$ cat src/rtl/cordic_rotator.sv
// cordic_rotator: iterative rotation-mode CORDIC producing cos/sin of a
// signed Q16.16 angle, one micro-rotation per clock with start/done handshake.
// The arctangent table is external: lut_idx selects the entry and lut_angle
// returns it combinationally in the same cycle.
// Optional feature macro: CORDIC_QUAD_EXT_EN extends the input range to +/-pi
// by pre-rotating angles beyond +/-pi/2 by pi and negating the results.
module cordic_rotator #(
  parameter int          ITERATIONS = 16,
  parameter logic [31:0] K_INIT     = 32'd39797
) (
  input  logic               clk,
  input  logic               rst_n,
  input  logic               start,
  input  logic signed [31:0] angle_in,
  output logic        [31:0] lut_idx,
  input  logic signed [31:0] lut_angle,
  output logic               busy,
  output logic               done,
  output logic signed [31:0] cos_out,
  output logic signed [31:0] sin_out
);

  typedef enum logic [1:0] {IDLE, RUN, DONE} state_t;

  localparam logic [4:0] LAST_ITER = 5'(ITERATIONS - 1);

  state_t             state_q;
  logic signed [31:0] x_q, y_q, z_q;
  logic signed [31:0] x_d, y_d, z_d;
  logic        [4:0]  iter_q;
  logic               flip_q;
  logic               busy_q, done_q;
  logic signed [31:0] cos_q, sin_q;
  logic signed [31:0] z_load;
  logic               flip_load;
  logic signed [31:0] x_sh, y_sh;

  // Angle captured at start, folded into +/-pi/2 when the range extension is built in
  always_comb begin
    z_load    = angle_in;
    flip_load = 1'b0;
`ifdef CORDIC_QUAD_EXT_EN
    if (angle_in > 32'sd102944) begin
      z_load    = angle_in - 32'sd205887;
      flip_load = 1'b1;
    end else if (angle_in < -32'sd102944) begin
      z_load    = angle_in + 32'sd205887;
      flip_load = 1'b1;
    end
`endif
  end

  // One micro-rotation: direction follows the sign of the residual angle
  always_comb begin
    x_sh = x_q >>> iter_q;
    y_sh = y_q >>> iter_q;
    if (!z_q[31]) begin
      x_d = x_q - y_sh;
      y_d = y_q + x_sh;
      z_d = z_q - lut_angle;
    end else begin
      x_d = x_q + y_sh;
      y_d = y_q - x_sh;
      z_d = z_q + lut_angle;
    end
  end

  // Control FSM plus datapath registers; results are published in DONE
  always_ff @(posedge clk or negedge rst_n) begin
    if (!rst_n) begin
      state_q <= IDLE;
      x_q     <= '0;
      y_q     <= '0;
      z_q     <= '0;
      iter_q  <= '0;
      flip_q  <= 1'b0;
      busy_q  <= 1'b0;
      done_q  <= 1'b0;
      cos_q   <= '0;
      sin_q   <= '0;
    end else begin
      done_q <= 1'b0;
      case (state_q)
        IDLE: begin
          if (start) begin
            state_q <= RUN;
            busy_q  <= 1'b1;
            x_q     <= K_INIT;
            y_q     <= '0;
            z_q     <= z_load;
            iter_q  <= '0;
            flip_q  <= flip_load;
          end
        end
        RUN: begin
          x_q    <= x_d;
          y_q    <= y_d;
          z_q    <= z_d;
          iter_q <= iter_q + 5'd1;
          if (iter_q == LAST_ITER) state_q <= DONE;
        end
        DONE: begin
          cos_q   <= flip_q ? -x_q : x_q;
          sin_q   <= flip_q ? -y_q : y_q;
          done_q  <= 1'b1;
          busy_q  <= 1'b0;
          state_q <= IDLE;
        end
        default: state_q <= IDLE;
      endcase
    end
  end

  // Table index only meaningful while rotating; zero otherwise (and in reset)
  assign lut_idx = (state_q == RUN) ? 32'(iter_q) : 32'd0;
  assign busy    = busy_q;
  assign done    = done_q;
  assign cos_out = cos_q;
  assign sin_out = sin_q;

endmodule

$ cat config.mk
export PLATFORM = sky130hd
export DESIGN_NAME = cordic_rotator
export DESIGN_NICKNAME = d
export VERILOG_FILES = /design/src/rtl/cordic_rotator.sv
export SDC_FILE = /design/constraint.sdc
export NUM_CORES = 1
export LEC_CHECK = 0
export ABC_AREA = 1
export BUFFER_PORTS_ARGS = -buffer_cell sky130_fd_sc_hd__buf_2
export CELL_PAD_IN_SITES_DETAIL_PLACEMENT = 0
export CELL_PAD_IN_SITES_GLOBAL_PLACEMENT = 1
export CORE_MARGIN = 8
export CORE_UTILIZATION = 36
export DETAILED_ROUTE_END_ITERATION = 12
export GPL_TIMING_DRIVEN = 0
export PLACE_DENSITY = 0.79
export RECOVER_POWER = 50
export SETUP_SLACK_MARGIN = 0.5
export SYNTH_ARGS = -nofsm -noshare
export SYNTH_HDL_FRONTEND = slang
export SYNTH_SLANG_ARGS = --single-unit
$ cat constraint.sdc
create_clock -name clk -period 6.2 [get_ports clk]
set_input_delay 0.62 -clock clk [delete_from_list [all_inputs] [get_ports clk]]
set_output_delay 0.62 -clock clk [all_outputs]
set_load 0.01 [all_outputs]
==> results of run 1 <==
cells in the mapped netlist (11+ instances only):
cell / n / share of area
nor2_1: 221 / 0.048
nand4_1: 16 / 0.0058
nor4_1: 16 / 0.0058
a31oi_1: 13 / 0.0047
buf_2: 24 / 0.0069
buf_4: 31 / 0.013
clkbuf_1: 67 / 0.015
nand3_1: 444 / 0.13
nand2_1: 738 / 0.16
inv_1: 230 / 0.050
o21ai_0: 221 / 0.064
nor3_1: 15 / 0.0043
xnor2_1: 47 / 0.024
buf_1: 18 / 0.0039
o22ai_1: 33 / 0.012
dfrtp_1: 169 / 0.24
xor2_1: 68 / 0.034
a21o_1: 12 / 0.0052
o21ai_1: 11 / 0.0032
ha_1: 101 / 0.073
a21oi_1: 159 / 0.046
o211ai_1: 14 / 0.0061
per-stage QoR:
stage,util,setup WS [ns],instance area [um2]
5_1_grt,0.4083,0.4670,19410
3_3_place_gp,0.3963,0.5778,18840
3_5_place_dp,0.3971,0.5847,18880
2_1_floorplan,-,2.283,17390
6_report,0.4083,0.7569,19410
4_1_cts,0.4090,0.5523,19450
kinds of logic after synthesis:
family	after synthesis	synth area share
and+or+nand+nor	1490	0.3686
xor gates and xnor gates	115	0.05824
adders and majority gates	104	0.07655
DFF	169	0.2446
buffers and inverters	387	0.09522
AOI/OAI and AO/OA	497	0.1566
other	1	0.0002169
what timing repair did:
item / CTS / global route
endpoints found under the setup margin: 0 / 4
hold buffers: 0 / 0
buffers inserted: 0 / 0
gates resized for setup: 0 / 12
worst min path at each step:
stage	start	endpoint	slack [ns]	cells after the start
2_1_floorplan	rst_n	busy	0.32	0
3_3_place_gp	cos_out[15]	cos_out[15]	0.45	2
3_5_place_dp	cos_out[8]	cos_out[8]	0.46	2
4_1_cts	rst_n	y_q[14]	0.08	1
5_1_grt	angle_in[5]	z_q[5]	0.34	3
6_report	angle_in[10]	z_q[10]	0.34	3
state kept, by name, indices dropped and copies added, names as in the netlist:
name     flops
z_q         32
y_q         32
state_q      2
x_q         32
sin_out     32
busy         1
done         1
iter_q       5
cos_out     32
layout make-up:
cell class | count | area (um2) | area share
antenna | 1 | 2.502 | 0.0001289
sequential | 169 | 4229 | 0.2178
inverter | 241 | 907.1 | 0.04672
buffer | 146 | 752.0 | 0.03873
timing repair buffer | 137 | 665.6 | 0.03428
tap | 615 | 769.5 | 0.03963
clock inverter | 14 | 138.9 | 0.007153
multi-input combinational | 2233 | 11520 | 0.5934
clock buffer | 18 | 429.2 | 0.02210
critical path, cell delays in order, from the launching register on:
cell and delay [ns]:
dfrtp_1 0.36, clkbuf_1 0.27, inv_1 0.30, clkdlybuf4s15_1 0.74
clkbuf_1 0.85, nand2_1 0.15, xor2_1 0.18, ha_1 0.35
nand2_1 0.08, o21bai_1 0.46, a21oi_1 0.25, o21ai_1 0.49
nand2_1 0.10, nand2_1 0.15, a21oi_1 0.10, or2_2 0.29
nand3_1 0.06, o21ai_0 0.10
per-layer routing:
| layer | vias to the layer above | track usage | wire (um) |
|---|---|---|---|
| li1 | 9566 | - | - |
| met2 | 786 | 0.4694 | 36860 |
| met5 | - | 0 | 0 |
| met3 | 124 | 0.05126 | 5202 |
| met4 | 0 | 0.1067 | 2817 |
| met1 | 9475 | 0.3652 | 35080 |
==> metrics, run 1 <==
run status=finished with violations; failing checks=max-capacitance violations, max-slew violations; clock sink total=169; CTS buffer count=17; clk_lat worst skew=0.53 ns; WL per Instance=about 22 um; Layout fillers=5,221; Placeable Area=about 48,000 um2; Clock Path Buffers=2; Setup TNS=0 ns; Syn Area/Cell=6.259 um2; pin count of the biggest net entering global routing=98; Vias/cell=approximately 5.6; worst path required time=6.58 ns; routability cong.=1.014; Critical Path Sink=y_q[23]; final hold violations=0; HP Class=in -> reg; fin cells=3,574; min cycle time layout=between 5 and 6 ns; setup slack, reg-to-reg=roughly 0.76 ns; CP endpoint kind=flip-flop; initial antenna violation count=0; commonest non-fill, non-tap cells in the layout=nand2_1, nand3_1, inv_1; DRC Markers=0; Layout Nets=3,116; synthesized instance count=2,763; area added between synthesis and finish=12.27%; drt first pass iters=6; CP Data Arrival Time=5.82 ns; Post-Route WL=79,960 um; number of flops mapped to enable cells by yosys=0; first-pass GRT wire length=120,000 um; Starting Density=0.3637; clock root cell=clkbuf_16; Synth cell types=roughly 50; chip height=235.2 um; final setup vio count=0; max-cap viol count=1; I/O Pins=165; die area=55,300 um2; Crit Reg-Reg Endpoint=y_q[23]; Congestion Overflow GR=0; register bit count reported by yosys=169; dpl hpwl=64,820 um; Die X=235.2 um; max-slew violation count=73; warnings from Yosys=0; Least-Margin Pin Slew=4.364 ns; worst clock skew=approximately 0.019 ns; CP Class=reg -> reg; Seq/Total Area, Yosys=0.2446; commonest non-fill, non-tap cell in the layout=nand2_1; Port Buffers=between 100 and 150; Highest Clock Rate=between 150 and 200 MHz; ys flop type=dfrtp_1; reg-to-reg critical path startpoint=z_q[31]; reg2reg path depth=17; Tot GR Track Use=0.2837; hold_ws=~0.34 ns; crit-path max FO=10; number of DRC markers in iteration 0=1,850; Routed Antenna Nets=0; slew margin rel.=-1.909; vias in the first global route=19,230; crit share post-route=0.8779; startpoint types=flip-flop; vias after detailed routing=19,950; Reg clk slew, reported paths=0.08 ns; share of cells above drive strength 1=0.07877; RSZ-0062 raised after global routing=true; area of the mapped netlist=17,290 um2; Crit. Startpoint=z_q[31]; CTS tree=built; dpl cells=3,541; FFs w/ async S/R, synth=1.000; H-tree depth=4; row count=80
Power of run 1 is not shown: default switching activity piles up to over one toggle a cycle in this logic, so the estimate is an artifact.
==> run 2: changes to the inputs <==
Settings changed: BUFFER_PORTS_ARGS -buffer_cell sky130_fd_sc_hd__buf_2 to unset, DONT_BUFFER_PORTS set to 1, PLACE_DENSITY 0.79 to 0.62, RECOVER_POWER 50 to 100.
==> metrics, run 2 (same netlist as run 1, synthesis figures left out) <==
run status=finished with violations; failing checks=max-capacitance violations, max-slew violations; routability cong.=0.9894 (-2.4%); die area=55,300 um2 (unchanged); Setup TNS=0 ns (unchanged); fin cells=3,437 (-3.8%); Routed Antenna Nets=0 (unchanged); CTS tree=built; Tot GR Track Use=0.2923 (+0.008651); clock sink total=169 (unchanged); area added between synthesis and finish=8.378%; worst path required time=6.56 ns (-0.02 ns); clock root cell=clkbuf_16; startpoint types=flip-flop; DRC Markers=0 (unchanged); vias after detailed routing=19,330 (-3.1%); WL per Instance=23.97 um (+7.1%); Starting Density=0.3637 (unchanged); slew margin rel.=-2.054 (-0.1449); commonest non-fill, non-tap cell in the layout=nand2_1; first-pass GRT wire length=121,600 um (+1.4%); Post-DP Area=18,160 um2 (-3.8%); max-slew violation count=170 (+130%); H-tree depth=4 (unchanged); ant diodes=0 (-1); row count=80 (unchanged); final hold violations=0 (unchanged); final setup vio count=0 (unchanged); initial antenna violation count=0 (unchanged); min cycle time layout=5.575 ns (+0.1321 ns); Reg clk slew, reported paths=0.08 ns (about the same); number of DRC markers in iteration 0=1,813 (-2.0%); commonest non-fill, non-tap cells in the layout=nand2_1, nand3_1, inv_1; Placeable Area=47,550 um2 (unchanged); crit share post-route=0.8992 (+0.02131); Port Buffers=0 (-100%); CP endpoint kind=flip-flop; vias in the first global route=18,560 (-3.5%); worst clock skew=0.01728 ns (-0.001481 ns); share of cells above drive strength 1=0.04536 (-0.03341); max-cap viol count=1 (unchanged); Congestion Overflow GR=0 (unchanged); dpl hpwl=66,190 um (+2.1%); Least-Margin Pin Slew=4.581 ns (+0.2173 ns); final instance area=18,740 um2 (-3.5%); dpl cells=3,404 (-3.9%); pin count of the biggest net entering global routing=170 (+73%); CP Data Arrival Time=5.93 ns (+0.11 ns); Post-Route WL=82,390 um (+3.0%); HP Class=in -> reg; chip height=235.2 um (unchanged); CTS buffer count=17 (unchanged); Vias/cell=5.623 (+0.72%); Layout Nets=2,980 (-4.4%); Die X=235.2 um (unchanged); drt first pass iters=6 (unchanged); RSZ-0062 raised after global routing=true; Clock Path Buffers=2 (unchanged); setup slack, reg-to-reg=0.62 ns (-0.13 ns); Highest Clock Rate=179.4 MHz (-2.4%); clk_lat worst skew=0.51 ns (-0.02 ns); I/O Pins=165 (unchanged); crit-path max FO=10 (unchanged); CP Class=reg -> reg
## run 2: cell type report
cell class / count / area (um2)
clock inverter: 13 / 127.6
multi-input combinational: 2233 / 11510
sequential: 169 / 4229
fill: 5203 / 28800
inverter: 241 / 907.1
clock buffer: 19 / 442.9
buffer: 146 / 748.2
timing repair buffer: 1 / 5.005
tap: 615 / 769.5
## run 2: worst paths after layout
| check | from | end | cells after the start |
|---|---|---|---|
| hold reg to reg | z_q[28] | z_q[28] | 2 |
| setup reg to reg | iter_q[2] | y_q[23] | 27 |
| hold / removal | angle_in[6] | z_q[6] | 2 |
| min in group asynchronous | rst_n | sin_out[9] | 1 |
| max in group asynchronous | rst_n | z_q[29] | 1 |
| setup / recovery | iter_q[2] | y_q[23] | 27 |
## run 2: layer usage
layer  wire, um  vias to the layer above  GRT usage  part of all wire
li1           -                     9282          -                 -
met1      36550                     9204     0.3847              0.44
met2      36810                      712     0.4598              0.45
met3       5624                      127    0.06063             0.068
met4       3406                        0     0.1261             0.041
met5          0                        -          0                 0
## run 2: timing repair
item	in CTS	in global routing
hold buffers	1	0
gates resized for setup	0	11
setup buffers	0	0
endpoints found under the setup margin	0	7
endpoints found under the hold margin	169	0
## run 2: worst max-delay path: stages, from the launching register on
cell      delay (ns)
dfrtp_1         0.36
clkbuf_1        0.14
inv_1           0.29
clkbuf_1        0.59
nand2_1         0.20
nand3_1         0.13
nand3_1         0.09
nand2_1         0.17
ha_1            0.19
nand4_1         0.13
nor2_1          0.47
inv_2           0.04
nor2_1          0.13
nand2_1         0.06
nand2_1         0.09
nand2_1         0.08
xnor2_1         0.13
ha_1            0.38
nand2_1         0.16
nor2_1          0.16
nand2_1         0.06
o21ai_0         0.54
nand2_1         0.11
nand2_1         0.14
a21oi_1         0.10
or2_2           0.28
nand3_1         0.07
o21ai_0         0.11
## run 2: through the flow
step	worst slack (ns)	hold WS [ns]	utilization
4_1_cts	0.8297	0.1668	0.3945
3_5_place_dp	0.8486	0.3296	0.3819
6_report	0.6248	0.2788	0.3942
5_1_grt	0.3023	0.2779	0.3942
2_1_floorplan	2.283	0.3244	-
3_3_place_gp	0.7312	0.3294	0.3819
Power of run 2 is left out for the same reason.
